--- config.mk ---
export PLATFORM = sky130hd
export DESIGN_NAME = pipeline_hazard_ctrl
export DESIGN_NICKNAME = d
export VERILOG_FILES = /design/src/rtl/pipeline_hazard_ctrl.sv
export SDC_FILE = /design/constraint.sdc
export NUM_CORES = 1
export LEC_CHECK = 0
export ABC_AREA = 1
export CAP_MARGIN = 10
export CORE_ASPECT_RATIO = 1.75
export CORE_MARGIN = 4
export CORE_UTILIZATION = 45
export CTS_CLUSTER_SIZE = 25
export DETAILED_ROUTE_END_ITERATION = 16
export HOLD_SLACK_MARGIN = 0.08
export PLACE_DENSITY = 0.69
export SETUP_SLACK_MARGIN = 0.3
export SYNTH_ARGS = -nofsm -noshare
export SYNTH_HDL_FRONTEND = slang
export SYNTH_SLANG_ARGS = --single-unit
export TNS_END_PERCENT = 20
--- constraint.sdc ---
create_clock -name CLK -period 8.87 [get_ports CLK]
set_input_delay 2.2175 -clock CLK [delete_from_list [all_inputs] [get_ports CLK]]
set_output_delay 2.2175 -clock CLK [all_outputs]
set_load 0.01 [all_outputs]
--- src/rtl/pipeline_hazard_ctrl.sv ---
// Hazard and sequencing controller for the 5-stage pipeline: latch enables/flushes,
// PC write enable, halt draining, stall-cycle accounting and a data-memory watchdog.
module pipeline_hazard_ctrl #(
  parameter int CNT_W        = 32,
  parameter int DMEM_TIMEOUT = 64
) (
  input  logic             CLK,
  input  logic             RST,
  input  logic             ihit,
  input  logic             dhit,
  input  logic             exmem_load,
  input  logic             exmem_store,
  input  logic             exmem_brtaken,
  input  logic             idex_load,
  input  logic [4:0]       idex_rt,
  input  logic [4:0]       ifid_rs,
  input  logic [4:0]       ifid_rt,
  input  logic             ifid_jump,
  input  logic             ifid_halt,
  input  logic             memwb_halt,
  output logic             pc_en,
  output logic             ifid_en,
  output logic             idex_en,
  output logic             exmem_en,
  output logic             memwb_en,
  output logic             ifid_flush,
  output logic             idex_flush,
  output logic             exmem_flush,
  output logic             memwb_flush,
  output logic             halt_o,
  output logic             mem_err,
  output logic [CNT_W-1:0] stall_cycles
);

  // state  | meaning
  // RUN    | normal issue, hazards resolved by priority
  // DRAIN  | HALT decoded, fetch stopped, older instrs retire
  // HALTED | pipeline frozen until reset
  typedef enum logic [1:0] {RUN, DRAIN, HALTED} state_t;

  localparam int WD_W = $clog2(DMEM_TIMEOUT + 1);

  state_t          state, state_nx;
  logic [WD_W-1:0] wd_cnt;
  logic            dstall, lduse;

  assign dstall = (exmem_load | exmem_store) & ~dhit;
  assign lduse  = idex_load & (idex_rt != 5'd0) &
                  ((idex_rt == ifid_rs) | (idex_rt == ifid_rt));

  always_comb begin
    state_nx    = state;
    pc_en       = 1'b1;
    ifid_en     = 1'b1;
    idex_en     = 1'b1;
    exmem_en    = 1'b1;
    memwb_en    = 1'b1;
    ifid_flush  = 1'b0;
    idex_flush  = 1'b0;
    exmem_flush = 1'b0;
    memwb_flush = 1'b0;
    if (RST) begin
      {pc_en, ifid_en, idex_en, exmem_en, memwb_en} = '0;
      {ifid_flush, idex_flush, exmem_flush, memwb_flush} = '1;
    end else begin
      case (state)
        RUN: begin
          if (dstall) begin
            {pc_en, ifid_en, idex_en, exmem_en, memwb_en} = '0;
          end else if (exmem_brtaken) begin
            {ifid_en, idex_en, exmem_en} = '0;
            {ifid_flush, idex_flush, exmem_flush} = '1;
          end else if (lduse) begin
            {pc_en, ifid_en, idex_en} = '0;
            idex_flush = 1'b1;
          end else if (!ihit || ifid_halt) begin
            {pc_en, ifid_en} = '0;
            ifid_flush = 1'b1;
          end else if (ifid_jump) begin
            ifid_en    = 1'b0;
            ifid_flush = 1'b1;
          end
          if (ifid_halt && !dstall && !exmem_brtaken) state_nx = DRAIN;
        end
        DRAIN: begin
          if (dstall) begin
            {pc_en, ifid_en, idex_en, exmem_en, memwb_en} = '0;
          end else if (exmem_brtaken) begin
            // branch older than the HALT squashes it; resume fetching
            {ifid_en, idex_en, exmem_en} = '0;
            {ifid_flush, idex_flush, exmem_flush} = '1;
            state_nx = RUN;
          end else begin
            {pc_en, ifid_en} = '0;
            ifid_flush = 1'b1;
            if (memwb_halt) state_nx = HALTED;
          end
        end
        HALTED: begin
          {pc_en, ifid_en, idex_en, exmem_en, memwb_en} = '0;
        end
        default: state_nx = RUN;
      endcase
    end
  end

  always_ff @(posedge CLK or posedge RST) begin
    if (RST) begin
      state        <= RUN;
      halt_o       <= 1'b0;
      stall_cycles <= '0;
    end else begin
      state  <= state_nx;
      halt_o <= (state == HALTED);
      if (state != HALTED && !pc_en && !(&stall_cycles))
        stall_cycles <= stall_cycles + 1'b1;
    end
  end

  // watchdog saturates at the timeout so it cannot wrap back below it
  always_ff @(posedge CLK or posedge RST) begin
    if (RST) begin
      wd_cnt  <= '0;
      mem_err <= 1'b0;
    end else if (dstall) begin
      if (wd_cnt != WD_W'(DMEM_TIMEOUT)) wd_cnt <= wd_cnt + 1'b1;
      if (wd_cnt == WD_W'(DMEM_TIMEOUT - 1)) mem_err <= 1'b1;
    end else begin
      wd_cnt <= '0;
    end
  end

endmodule

Word level (Yosys, flattened, before mapping)
Cells that the tools add are included.
Word-level totals
  bits in registers: 43
  input port bits: 26
Cells by class
  $add $sub $neg: 2
  equal/unequal tests: 11
  multiplexer cells: 49
  bitwise gates (word level): 8
  reduce and logical (&&, ||, !) cells: 17
Operators by type and width (count)
  $mux 1: 35
  $add 32x1->32 const B: 1
  $reduce_and 32->1: 1
  $mux 7: 2
  $eq 5x5->1: 2
  $pmux 1 s2: 5
  $mux 2: 4
  $add 7x1->7 const B: 1
  $eq 7x6->1 const B: 1
  $ne 7x7->1 const B: 1
  $ne 2x2->1 const B: 3
  $pmux 1 s3: 2
  $pmux 2 s3: 1
  $logic_not 1->1: 5
  $reduce_and 5->1: 1
  $reduce_bool 5->1: 1
  $logic_and 1x1->1: 4
  $reduce_or 2->1: 2
  $and 1x1->1: 3
  $ne 3x3->1 const B: 1
  $not 1->1: 3
  $eq 2x1->1 const B: 1
  $eq 2x2->1 const B: 1
  $logic_not 2->1: 1
  other kinds (4): 5

Depth between registers and ports, before layout
Gate-level depths: netlist (run 1).
  depth in word-level cells: 11
  mapped depth: 14
  mapped depth without buffers: 13

Worst setup path after synthesis (run 1)
No wires, ideal clock.
  path kind: input -> output
  from: in RST
  to: out pc_en
  arrival: 3.779 ns
  data required time: 6.653 ns
  path slack: 2.874 ns
  stages on the path: 5
  buffers on the path: 2
  path through: inv_1 -> nand2_2 -> buf_4 -> buf_4 -> inv_1
On the way
  longest elaborated chain between the ends: 1
Ends and longest elaborated chain
  start: declaration: line 8  | input logic RST,
  $mux 1: line 62  | if (RST) begin
  end: declaration: line 21  | output logic pc_en,
No other way between the ends.

Worst setup path in the final report (run 1)
  from: in idex_rt[1]
  to: out pc_en
On the way
  longest elaborated chain between the ends: 8
Ends and longest elaborated chain
  start: declaration: line 15  | input logic [4:0] idex_rt,
  $eq 5x5->1 / $reduce_bool 5->1 (equally long branches): line 49, 48
  $or 1x1->1 / $and 1x1->1 (equally long branches): line 49, 48
  $and 1x1->1 *: line 48  | assign lduse = idex_load & (idex_rt != 5'd0) &
  $mux 1 *: line 73  | end else if (lduse) begin
  $mux 1 *: line 70  | end else if (exmem_brtaken) begin
  $mux 1 *: line 68  | if (dstall) begin
  $pmux 1 s3 *: line 66  | case (state)
  $mux 1 *: line 62
Every way passes the cells marked *; elsewhere a longest branch is shown, timed or not.

==> results of run 1 <==
## metrics by stage
step                      instance area, sq um  cells  power, mW  util, %
after floorplan                           3173    456     0.4355        -
after global placement                    3875    597     0.5255    56.51
after detailed placement                  3875    597     0.5316    56.51
after CTS                                 4044    605     0.7467    58.98
after global routing                      4044    605     0.7891    58.98
final                                     4044    605     0.7394    58.98
## per-layer routing
| metal | routed length (um) | global-route usage [%] | vias to the layer above |
|---|---|---|---|
| li1 | - | - | 1610 |
| met1 | 3091 | 21.31 | 1429 |
| met2 | 4651 | 38.48 | 85 |
| met3 | 360 | 3.801 | 21 |
| met4 | 298 | 9.412 | 0 |
| met5 | 0 | 0 | - |
## path summary, 6_finish.rpt
check,from,end,slack [ps],cells past startpoint
max,idex_rt[1],pc_en,2300,14
min,mem_err,mem_err,460,2
max reg2reg,stall_cycles[0],stall_cycles[16],6030,9
min reg2reg,mem_err,mem_err,460,2
max in group asynchronous,RST,stall_cycles[4],5880,3
min in group asynchronous,RST,stall_cycles[17],2610,3
## worst max-delay path, stage by stage
cell and delay, ps:
sky130_fd_sc_hd__clkdlybuf4s50_1 510, sky130_fd_sc_hd__inv_1 80, sky130_fd_sc_hd__nand2_1 60, sky130_fd_sc_hd__nand2_1 50
sky130_fd_sc_hd__nor2_1 90, sky130_fd_sc_hd__nand3_1 80, sky130_fd_sc_hd__nand2_1 90, sky130_fd_sc_hd__nand2_1 70
sky130_fd_sc_hd__nand3_1 70, sky130_fd_sc_hd__nand2_1 60, sky130_fd_sc_hd__nand2_2 50, sky130_fd_sc_hd__buf_4 360
sky130_fd_sc_hd__inv_1 80, sky130_fd_sc_hd__clkdlybuf4s50_1 480
## kinds of logic (layout without fill, tap and decap cells)
| kind of cell | count (synthesis) | count (layout) | synth area share [%] |
|---|---|---|---|
| AOI/OAI and AO/OA | 25 | 25 | 4.574 |
| xor gates and xnor gates | 26 | 26 | 7.177 |
| adders and majority gates | 7 | 7 | 2.760 |
| buffers and inverters | 76 | 141 | 10.69 |
| DFF | 43 | 43 | 33.91 |
| and+or+nand+nor | 279 | 279 | 40.89 |
## synthesized netlist by cell type (2+ instances only)
master | instances | area share [%]
sky130_fd_sc_hd__nor4_1 | 3 | 0.59
sky130_fd_sc_hd__a21oi_1 | 7 | 1.1
sky130_fd_sc_hd__o21ai_0 | 14 | 2.2
sky130_fd_sc_hd__inv_1 | 60 | 7.1
sky130_fd_sc_hd__dfrtp_1 | 43 | 34
sky130_fd_sc_hd__buf_6 | 5 | 1.8
sky130_fd_sc_hd__inv_2 | 2 | 0.24
sky130_fd_sc_hd__nor2_2 | 2 | 0.39
sky130_fd_sc_hd__buf_2 | 4 | 0.63
sky130_fd_sc_hd__nand3_2 | 2 | 0.63
sky130_fd_sc_hd__nor2_1 | 35 | 4.1
sky130_fd_sc_hd__xnor2_1 | 11 | 3.0
sky130_fd_sc_hd__nor3_1 | 19 | 3.0
sky130_fd_sc_hd__nand3_1 | 20 | 3.2
sky130_fd_sc_hd__xor2_1 | 15 | 4.1
sky130_fd_sc_hd__nand2_1 | 144 | 17
sky130_fd_sc_hd__nor2_4 | 2 | 0.71
sky130_fd_sc_hd__ha_1 | 7 | 2.8
sky130_fd_sc_hd__buf_4 | 3 | 0.71
sky130_fd_sc_hd__nand4_1 | 43 | 8.5
sky130_fd_sc_hd__nand2_2 | 3 | 0.59
## area by class of cell
class	instances	area, sq um
clock inverters	3	43.79
fillers	658	2813
well taps	84	105.1
clock buffers	5	125.1
multi-input cells	337	1758
flip-flops and latches	43	1076
inverters	62	232.7
repair buffers	71	703.2
## power by group through the flow
| stage | logic (mW) | clock network, mW | registers [mW] |
|---|---|---|---|
| 2_1_floorplan | 0.184 | 0 | 0.252 |
| 3_3_place_gp | 0.274 | 0 | 0.252 |
| 3_5_place_dp | 0.279 | 0 | 0.252 |
| 4_1_cts | 0.282 | 0.215 | 0.249 |
| 5_1_grt | 0.314 | 0.222 | 0.254 |
| 6_report | 0.280 | 0.210 | 0.249 |
## sequential cells by signal, indices dropped and copies added, names as in the netlist
name	flops
stall_cycles	32
wd_cnt	7
state	2
halt_o	1
mem_err	1
==> PnR_summary.wiki, run 1 <==
{| class="wikitable"
! Metric !! Value
|-
| Commonest non-fill, non-tap cell in the layout || sky130_fd_sc_hd__nand2_1
|-
| Number of cells produced by synthesis || 456
|-
| Leakage || 1.932 nW
|-
| Total setup violations reported at the end of the flow || 0
|-
| Netlist cell types || 33
|-
| Final TNS setup || 0 ps
|-
| Port Buffers || 68
|-
| Net Switching || 273.9 uW
|-
| Maximum capacitance violations || 0
|-
| Fraction of power spent switching nets || 37.04%
|-
| Maximum buffer depth of the clock tree || 2
|-
| Number of hold violations in the final report || 0
|-
| Clock sink count || 43
|-
| Worst setup EP type || primary output
|-
| Total wirelength of the detailed-routed design || 8401 um
|-
| Worst hold path type || register to register
|-
| Global route total overflow || 0
|-
| Peak supply drop || 134.8 uV
|-
| Synthesized area per cell || 6.958 sq um
|-
| Die footprint || 0.008512 sq mm
|-
| Growth of design area from synthesis to finish || 27.44%
|-
| Status || complete, no violations
|-
| Fmax || 152.3 MHz
|-
| Post-route setup slack || 2303 ps
|-
| Startpoint class of the critical path || input pin
|-
| Post-synthesis sequential area ratio || 33.91%
|-
| Number of buffers added for setup after CTS || 0
|-
| Worst hold margin || 462.6 ps
|-
| Diode insertion count for antenna repair || 0
|-
| CP max FO || 40
|-
| Row count || 40
|-
| Clock tree from TritonCTS || yes
|-
| Worst Setup Path Type || input pin to primary output
|-
| Synthesized net count || 489
|-
| CTS root buffer || sky130_fd_sc_hd__clkbuf_16
|-
| Number of synthesized register bits || 43
|-
| Placeable core area || 0.006857 sq mm
|-
| DR vias || 3,145
|-
| Global-route wire length before repair || 14,250 um
|-
| Clock latency on the worst-skew pair || 290 ps
|-
| Share of flip-flops with an asynchronous set or reset || 100.0%
|-
| WP data arrival || 4350 ps
|-
| Portion of total power attributed to the clock network || 28.3%
|-
| Worst setup timing slack at the placement stage || 2295 ps
|-
| Die Y-Extent || 119.1 um
|-
| Cts bufs inserted || 5
|-
| Actual slew at the worst max-slew pin || 786.2 ps
|-
| Max-slew headroom || 47.46%
|-
| Count of hold buffers inserted by post-cts repair || 0
|-
| Skew final || 5.340 ps
|-
| Post-cts sizing count || 0
|-
| Starting DRT DRC Count || 193
|-
| Count of final max-slew check failures || 0
|-
| Average wire per standard cell || 13.89 um
|-
| Commonest non-fill, non-tap cells in the layout || sky130_fd_sc_hd__nand2_1 (144), sky130_fd_sc_hd__clkdlybuf4s50_1 (68), sky130_fd_sc_hd__inv_1 (59)
|-
| Maximum number of pins on one net before global-route repair || 45
|-
| Post-synth EDFFs || 0
|-
| Total GRT Usage || 20.57%
|-
| Required time at the endpoint of the critical path || 6650 ps
|-
| Width of the chip || 71.48 um
|-
| Vias per inst || 5.198
|-
| Initial antenna violation count || 0
|-
| Clock edge transition at the registers on the reported setup and hold paths || 60 ps
|-
| Number of synthesis warnings || 0
|-
| H-tree lvl count || 2
|-
| Comb power frac || 37.9%
|-
| Unrepaired setup endpoints after global routing || no
|-
| Number of nets in the layout || 553
|-
| Post-route clock period utilization || 74.04%
|-
| Post-DP HPWL || 6380 um
|-
| First-pass iteration count of the detailed router || 4
|-
| Count of antenna-violating nets left after detailed routing || 0
|-
| Initial Utilization || 46.28%
|-
| PwrDens || 182.8 mW/mm^2
|-
| Final GP Congestion || 0.9369
|-
| Synth Cell Area || 0.003173 sq mm
|-
| Number of global-route vias before repair || 3,178
|-
| Share of post-route cells with drive strength above 1 || 5.374%
|-
| Count of unresolved DRC violations after routing || 0
|-
| Int Power || 465.5 uW
|-
| Share of total power in sequential cells || 33.7%
|-
| Leading register cell type out of synthesis || sky130_fd_sc_hd__dfrtp_1
|-
| Minimum clock period after layout || 6567 ps
|-
| Boundary Pins || 69
|}
Note: power is estimated with default switching activity, not from simulation.
==> run 2: changes to the inputs <==
PLACE_DENSITY = 0.72   (was 0.69)
clock period = 5.34 ns   (was 8.87 ns; I/O delays follow)
==> PnR_summary.wiki, run 2 (synthesis gave the netlist of run 1 again) <==
{| class="wikitable"
! Metric !! Value
|-
| Status || complete, no violations (unchanged)
|-
| Count of antenna-violating nets left after detailed routing || 0 (unchanged)
|-
| Global route total overflow || 0 (unchanged)
|-
| WP data arrival || 3210 ps (was 4350 ps)
|-
| Buffering stage count on the worst path with inverters included || 4 (was 5)
|-
| Row count || 40 (unchanged)
|-
| Initial Utilization || 46.28% (unchanged)
|-
| Post-DP HPWL || 6373 um (was 6380 um)
|-
| Total setup violations reported at the end of the flow || 0 (unchanged)
|-
| Starting DRT DRC Count || 265 (was 193)
|-
| Number of global-route vias before repair || 3,253 (was 3,178)
|-
| Finished Cell Area || 0.004049 sq mm (was 0.004044 sq mm)
|-
| Maximum capacitance violations || 0 (unchanged)
|-
| Critical Path Slowest Stage Cell || sky130_fd_sc_hd__clkdlybuf4s50_1 (unchanged)
|-
| Worst Setup Path Type || input pin to primary output (unchanged)
|-
| Area occupied by multi-input gates || 0.001758 sq mm (unchanged)
|-
| Standard cell area after detailed placement || 0.003875 sq mm (unchanged)
|-
| PwrDens || 305.9 mW/mm^2 (was 182.8 mW/mm^2)
|-
| Clock sink count || 43 (unchanged)
|-
| CP max stage delay || 560 ps (was 510 ps)
|-
| Placed cell count || 597 (unchanged)
|-
| Worst hold path type || register to register (unchanged)
|-
| Share of post-route cells with drive strength above 1 || 5.374% (unchanged)
|-
| Initial antenna violation count || 0 (unchanged)
|-
| H-tree lvl count || 2 (unchanged)
|-
| Final TNS setup || 0 ps (unchanged)
|-
| Top register by number of flip-flops || stall_cycles (unchanged)
|-
| Final cell count without fillers || 605 (unchanged)
|-
| Placeable core area || 0.006857 sq mm (unchanged)
|-
| Cts bufs inserted || 5 (unchanged)
|-
| Diode insertion count for antenna repair || 0 (unchanged)
|-
| Kind of cell adding the most delay to the critical path || buffers and inverters (unchanged)
|-
| Commonest non-fill, non-tap cell in the layout || sky130_fd_sc_hd__nand2_1 (unchanged)
|-
| Clock latency on the worst-skew pair || 290 ps (about the same)
|-
| Total GRT Usage || 20.75% (was 20.57%)
|-
| Count of final max-slew check failures || 0 (unchanged)
|-
| Maximum number of pins on one net before global-route repair || 44 (was 45)
|-
| Global-route wire length before repair || 14,420 um (was 14,250 um)
|-
| Growth of design area from synthesis to finish || 27.60% (was 27.44%)
|-
| Post-route clock period utilization || 85.20%
|-
| Die Y-Extent || 119.1 um (unchanged)
|-
| Boundary Pins || 69 (unchanged)
|-
| Average wire per standard cell || 13.53 um (was 13.89 um)
|-
| Overall power consumption || 1.238 mW (was 739.4 uW)
|-
| Actual slew at the worst max-slew pin || 754.2 ps (was 786.2 ps)
|-
| Leakage || 1.935 nW (was 1.932 nW)
|-
| First-pass iteration count of the detailed router || 4 (unchanged)
|-
| Skew final || 6.337 ps (was 5.340 ps)
|-
| Unrepaired setup endpoints after global routing || no (unchanged)
|-
| Required time at the endpoint of the critical path || 4010 ps (was 6650 ps)
|-
| Vias per inst || 5.269 (was 5.198)
|-
| Number of hold violations in the final report || 0 (unchanged)
|-
| Clock tree from TritonCTS || yes (unchanged)
|-
| Count of hold buffers inserted by post-cts repair || 0 (unchanged)
|-
| Maximum buffer depth of the clock tree || 2 (unchanged)
|-
| Minimum clock period after layout || 4550 ps
|-
| Fillcell total || 635 (was 658)
|-
| Post-cts sizing count || 0 (unchanged)
|-
| Registers with the most flip-flops || stall_cycles (32), wd_cnt (7), state (2) (unchanged)
|-
| Width of the chip || 71.48 um (unchanged)
|-
| Count of unresolved DRC violations after routing || 0 (unchanged)
|-
| Post-Route Utilization || 59.05% (was 58.98%)
|-
| Commonest non-fill, non-tap cells in the layout || sky130_fd_sc_hd__nand2_1 (144), sky130_fd_sc_hd__clkdlybuf4s50_1 (68), sky130_fd_sc_hd__inv_1 (59) (unchanged)
|-
| Peak supply drop || 190.8 uV (was 134.8 uV)
|-
| Worst setup EP type || primary output (unchanged)
|-
| Final GP Congestion || 0.9842 (was 0.9369)
|-
| Max FFs per register || 32 (unchanged)
|-
| Port Buffers || 68 (unchanged)
|-
| Max-slew headroom || 49.60% (was 47.46%)
|-
| Register Area || 0.001076 sq mm (unchanged)
|-
| Startpoint class of the critical path || input pin (unchanged)
|-
| Die footprint || 0.008512 sq mm (unchanged)
|-
| DR vias || 3,188 (was 3,145)
|-
| Clock edge transition at the registers on the reported setup and hold paths || 60 ps (about the same)
|-
| Fmax || 219.8 MHz
|-
| Number of buffers added for setup after CTS || 0 (unchanged)
|-
| CTS root buffer || sky130_fd_sc_hd__clkbuf_16 (unchanged)
|-
| Number of nets in the layout || 553 (unchanged)
|-
| Worst-path cell chain || clkdlybuf4s50_1 -> inv_1 -> nand4_1 -> o21ai_0 -> inv_1 -> a21oi_1 -> nand3_1 -> a21oi_1 -> clkdlybuf4s50_1 (was clkdlybuf4s50_1 -> inv_1 -> nand2_1 -> nand2_1 -> nor2_1 -> nand3_1 -> nand2_1 -> nand2_1 -> nand3_1 -> nand2_1 -> nand2_2 -> buf_4 -> inv_1 -> clkdlybuf4s50_1)
|-
| CP max FO || 3 (was 40)
|-
| Total wirelength of the detailed-routed design || 8187 um (was 8401 um)
|}
[run 2: layout make-up]
| class | count | area share [%] |
|---|---|---|
| repair buffers | 71 | 17.37 |
| inverters | 62 | 5.748 |
| clock inverters | 2 | 0.8653 |
| multi-input cells | 337 | 43.42 |
| flip-flops and latches | 43 | 26.58 |
| clock buffers | 6 | 3.430 |
| well taps | 84 | 2.596 |
[run 2: power breakdown]
group	leakage, nW	internal [mW]	switching (mW)	total (mW)
sequential	0.583	0.362	0.0528	0.415
combinational	1.27	0.191	0.274	0.465
clock	0.0868	0.233	0.126	0.359
total	1.93	0.785	0.453	1.24
[run 2: worst paths after layout]
check,from,to,slack (ps),depth (start not counted)
max,idex_rt[2],ifid_en,790,9
min,mem_err,mem_err,460,2
max reg2reg,stall_cycles[0],stall_cycles[7],2500,9
min reg2reg,mem_err,mem_err,460,2
max in group asynchronous,RST,stall_cycles[14],3220,3
min in group asynchronous,RST,halt_o,1740,3
[run 2: worst min-delay path: stages, from the launching register on]
cell	delay, ps
sky130_fd_sc_hd__dfrtp_1	340
sky130_fd_sc_hd__inv_1	40
sky130_fd_sc_hd__nand2_1	50
[run 2: through the flow]
step                hold WS [ps]  setup slack [ps]
floorplan                  432.7              1109
global placement           446.0             809.4
detailed placement         450.0             789.7
CTS                        466.2             778.4
global route               492.6             532.8
finish                     460.7             790.3
[run 2: layer usage]
layer	GRT usage, %	up-vias	part of all wire (%)
met5	0	-	0
met4	11.65	0	4.9
met3	3.378	27	4.0
met2	38.31	81	55
met1	21.29	1471	36
li1	-	1609	-
==> variant: new RTL, config.mk and constraints of run 2 <==
Reset style: synchronous (`RST`), changed in 2 clocked blocks.
--- a/src/rtl/pipeline_hazard_ctrl.sv
+++ b/src/rtl/pipeline_hazard_ctrl.sv
@@ -105,5 +105,5 @@
   end
 
-  always_ff @(posedge CLK or posedge RST) begin
+  always_ff @(posedge CLK) begin
     if (RST) begin
       state        <= RUN;
@@ -119,5 +119,5 @@
 
   // watchdog saturates at the timeout so it cannot wrap back below it
-  always_ff @(posedge CLK or posedge RST) begin
+  always_ff @(posedge CLK) begin
     if (RST) begin
       wd_cnt  <= '0;
Function: differs if RST is asserted again (counterexample within 4 cycles, from zero or initial values and one cycle with RST high); with RST held inactive, the same outputs for 10 cycles.
==> variant against run 2 <==
Sequential cell count unchanged; synthesized cell count increased by 7.2%; setup slack got worse by 23 ps; area after synthesis is 3.7% lower; routed wire length rose by 2.2%; design area shrank 3.5%; total power is 15% lower; sequential share of layout area down 4.6 points; critical path type unchanged.
==> variant: results (changes against run 2) <==
[synthesis]
synthTopCellsByArea=dfxtp_1 28%, nand2_1 15%, inv_1 8.5%
synth_fa_ha_area_share_pct=2.87  ; +0.11 points
synth_nets=522  ; +6.7%
synthFlopType=dfxtp_1
async_flop_share_pct=0  ; -100 points
synth_compound_area_share_pct=6.19  ; +1.6 points
synth_xor_area_share_pct=6.31  ; -0.87 points

[detailed_routing]
via_count=3317  ; +4.0%
wirelength_mm=8.37  ; +2.2%

[worst_setup_path]
arrival_ps=3240  ; +30 ps
rr_endpoint=stall_cycles[7]
max_stage_delay_ps=580  ; +20 ps
ff2ff_setup_slack_ps=2490  ; about the same
r2r_start=stall_cycles[0]

[pwr]
p_int_uw=665  ; -15%
vdd_ir_drop_max_mv=0.195  ; +2.4%
leakage_uw=0.00163  ; -16%

[place]
hpwlAfterDp_mm=6.39  ; +0.23%
gp_congestion=0.882  ; -10%

[clock_network]
clk_pin_slew_ps=60  ; about the same

[sta]
fin_hold_ws_ps=473  ; +12.4 ps
max-slew-margin-rel_pct=52.8  ; +3.2 points
skew_ps=5.55  ; -0.790 ps

[global_route]
grt_max_degree=45  ; +2.3%
grt_pass1_vias=3104  ; -4.6%

[final_layout]
nets=583  ; +5.4%
fill_cells=659  ; +3.8%

[status]
status=complete, no violations

[min_path]
worstHoldEndpoint=mem_err

variant: cell types whose count changed after synthesis, moves of 9 or more:
cell	delta
a21oi_1	+16
dfrtp_1	-43
dfxtp_1	+43
inv_1	+9
nand2_1	-21
nor2_1	+33
nor3_1	-10
variant: power by group through the flow:
stage	registers (uW)	clock network (uW)	logic, uW
after global routing	364	324	418
after global placement	366	0	371
final	361	307	378
after detailed placement	368	0	378
after CTS	361	312	379
after floorplan	369	0	250
variant: layout make-up:
type	count	area (um^2)	share of cell area [%]
Clock buffer	6	139	3.55
Sequential cell	43	861	22.0
Multi-Input combinational cell	356	1810	46.4
Inverter	73	287	7.33
Timing Repair Buffer	71	703	18.0
Clock inverter	1	5.00	0.128
Tap cell	82	103	2.62
variant: how the worst max path moves through the flow:
stage | start | to | slack, ps | cells after the start
floorplan | exmem_store | pc_en | 1680 | 10
global placement | idex_rt[2] | ifid_en | 780 | 11
detailed placement | idex_rt[2] | idex_en | 740 | 11
CTS | idex_rt[2] | idex_en | 740 | 11
global route | idex_rt[1] | ifid_en | 490 | 11
finish | idex_rt[1] | idex_en | 770 | 11
variant: cells by family after synthesis:
| group | after synthesis |
|---|---|
| buffers and inverters | 90 |
| AOI/OAI and AO/OA | 36 |
| xor gates and xnor gates | 22 |
| DFF | 43 |
| adders and majority gates | 7 |
| and+or+nand+nor | 291 |
variant: worst register-to-register path, cell delays in order, from the launching register on:
cell and delay (ps):
dfxtp_1 360, ha_1 250, nand2_1 100, nor2_2 220, nand3_2 140, nor3_4 260, nand4_2 600, nand3_2 600
nand2_1 100, a21oi_1 150
variant: through the flow:
step | instances | util (%) | worst slack (ps)
after floorplan | 489 | - | 1680
after global placement | 625 | 57.2 | 782
after detailed placement | 625 | 57.2 | 739
after global routing | 632 | 59.3 | 494
after CTS | 632 | 59.3 | 745
final | 632 | 59.3 | 767
variant: routing by layer:
layer | vias up | wire (um) | global-route usage [%]
met4 | 0 | 293 | 10.2
met5 | - | 0 | 0
met1 | 1508 | 3120 | 20.8
met3 | 24 | 419 | 5.04
li1 | 1693 | - | -
met2 | 92 | 4530 | 38.7
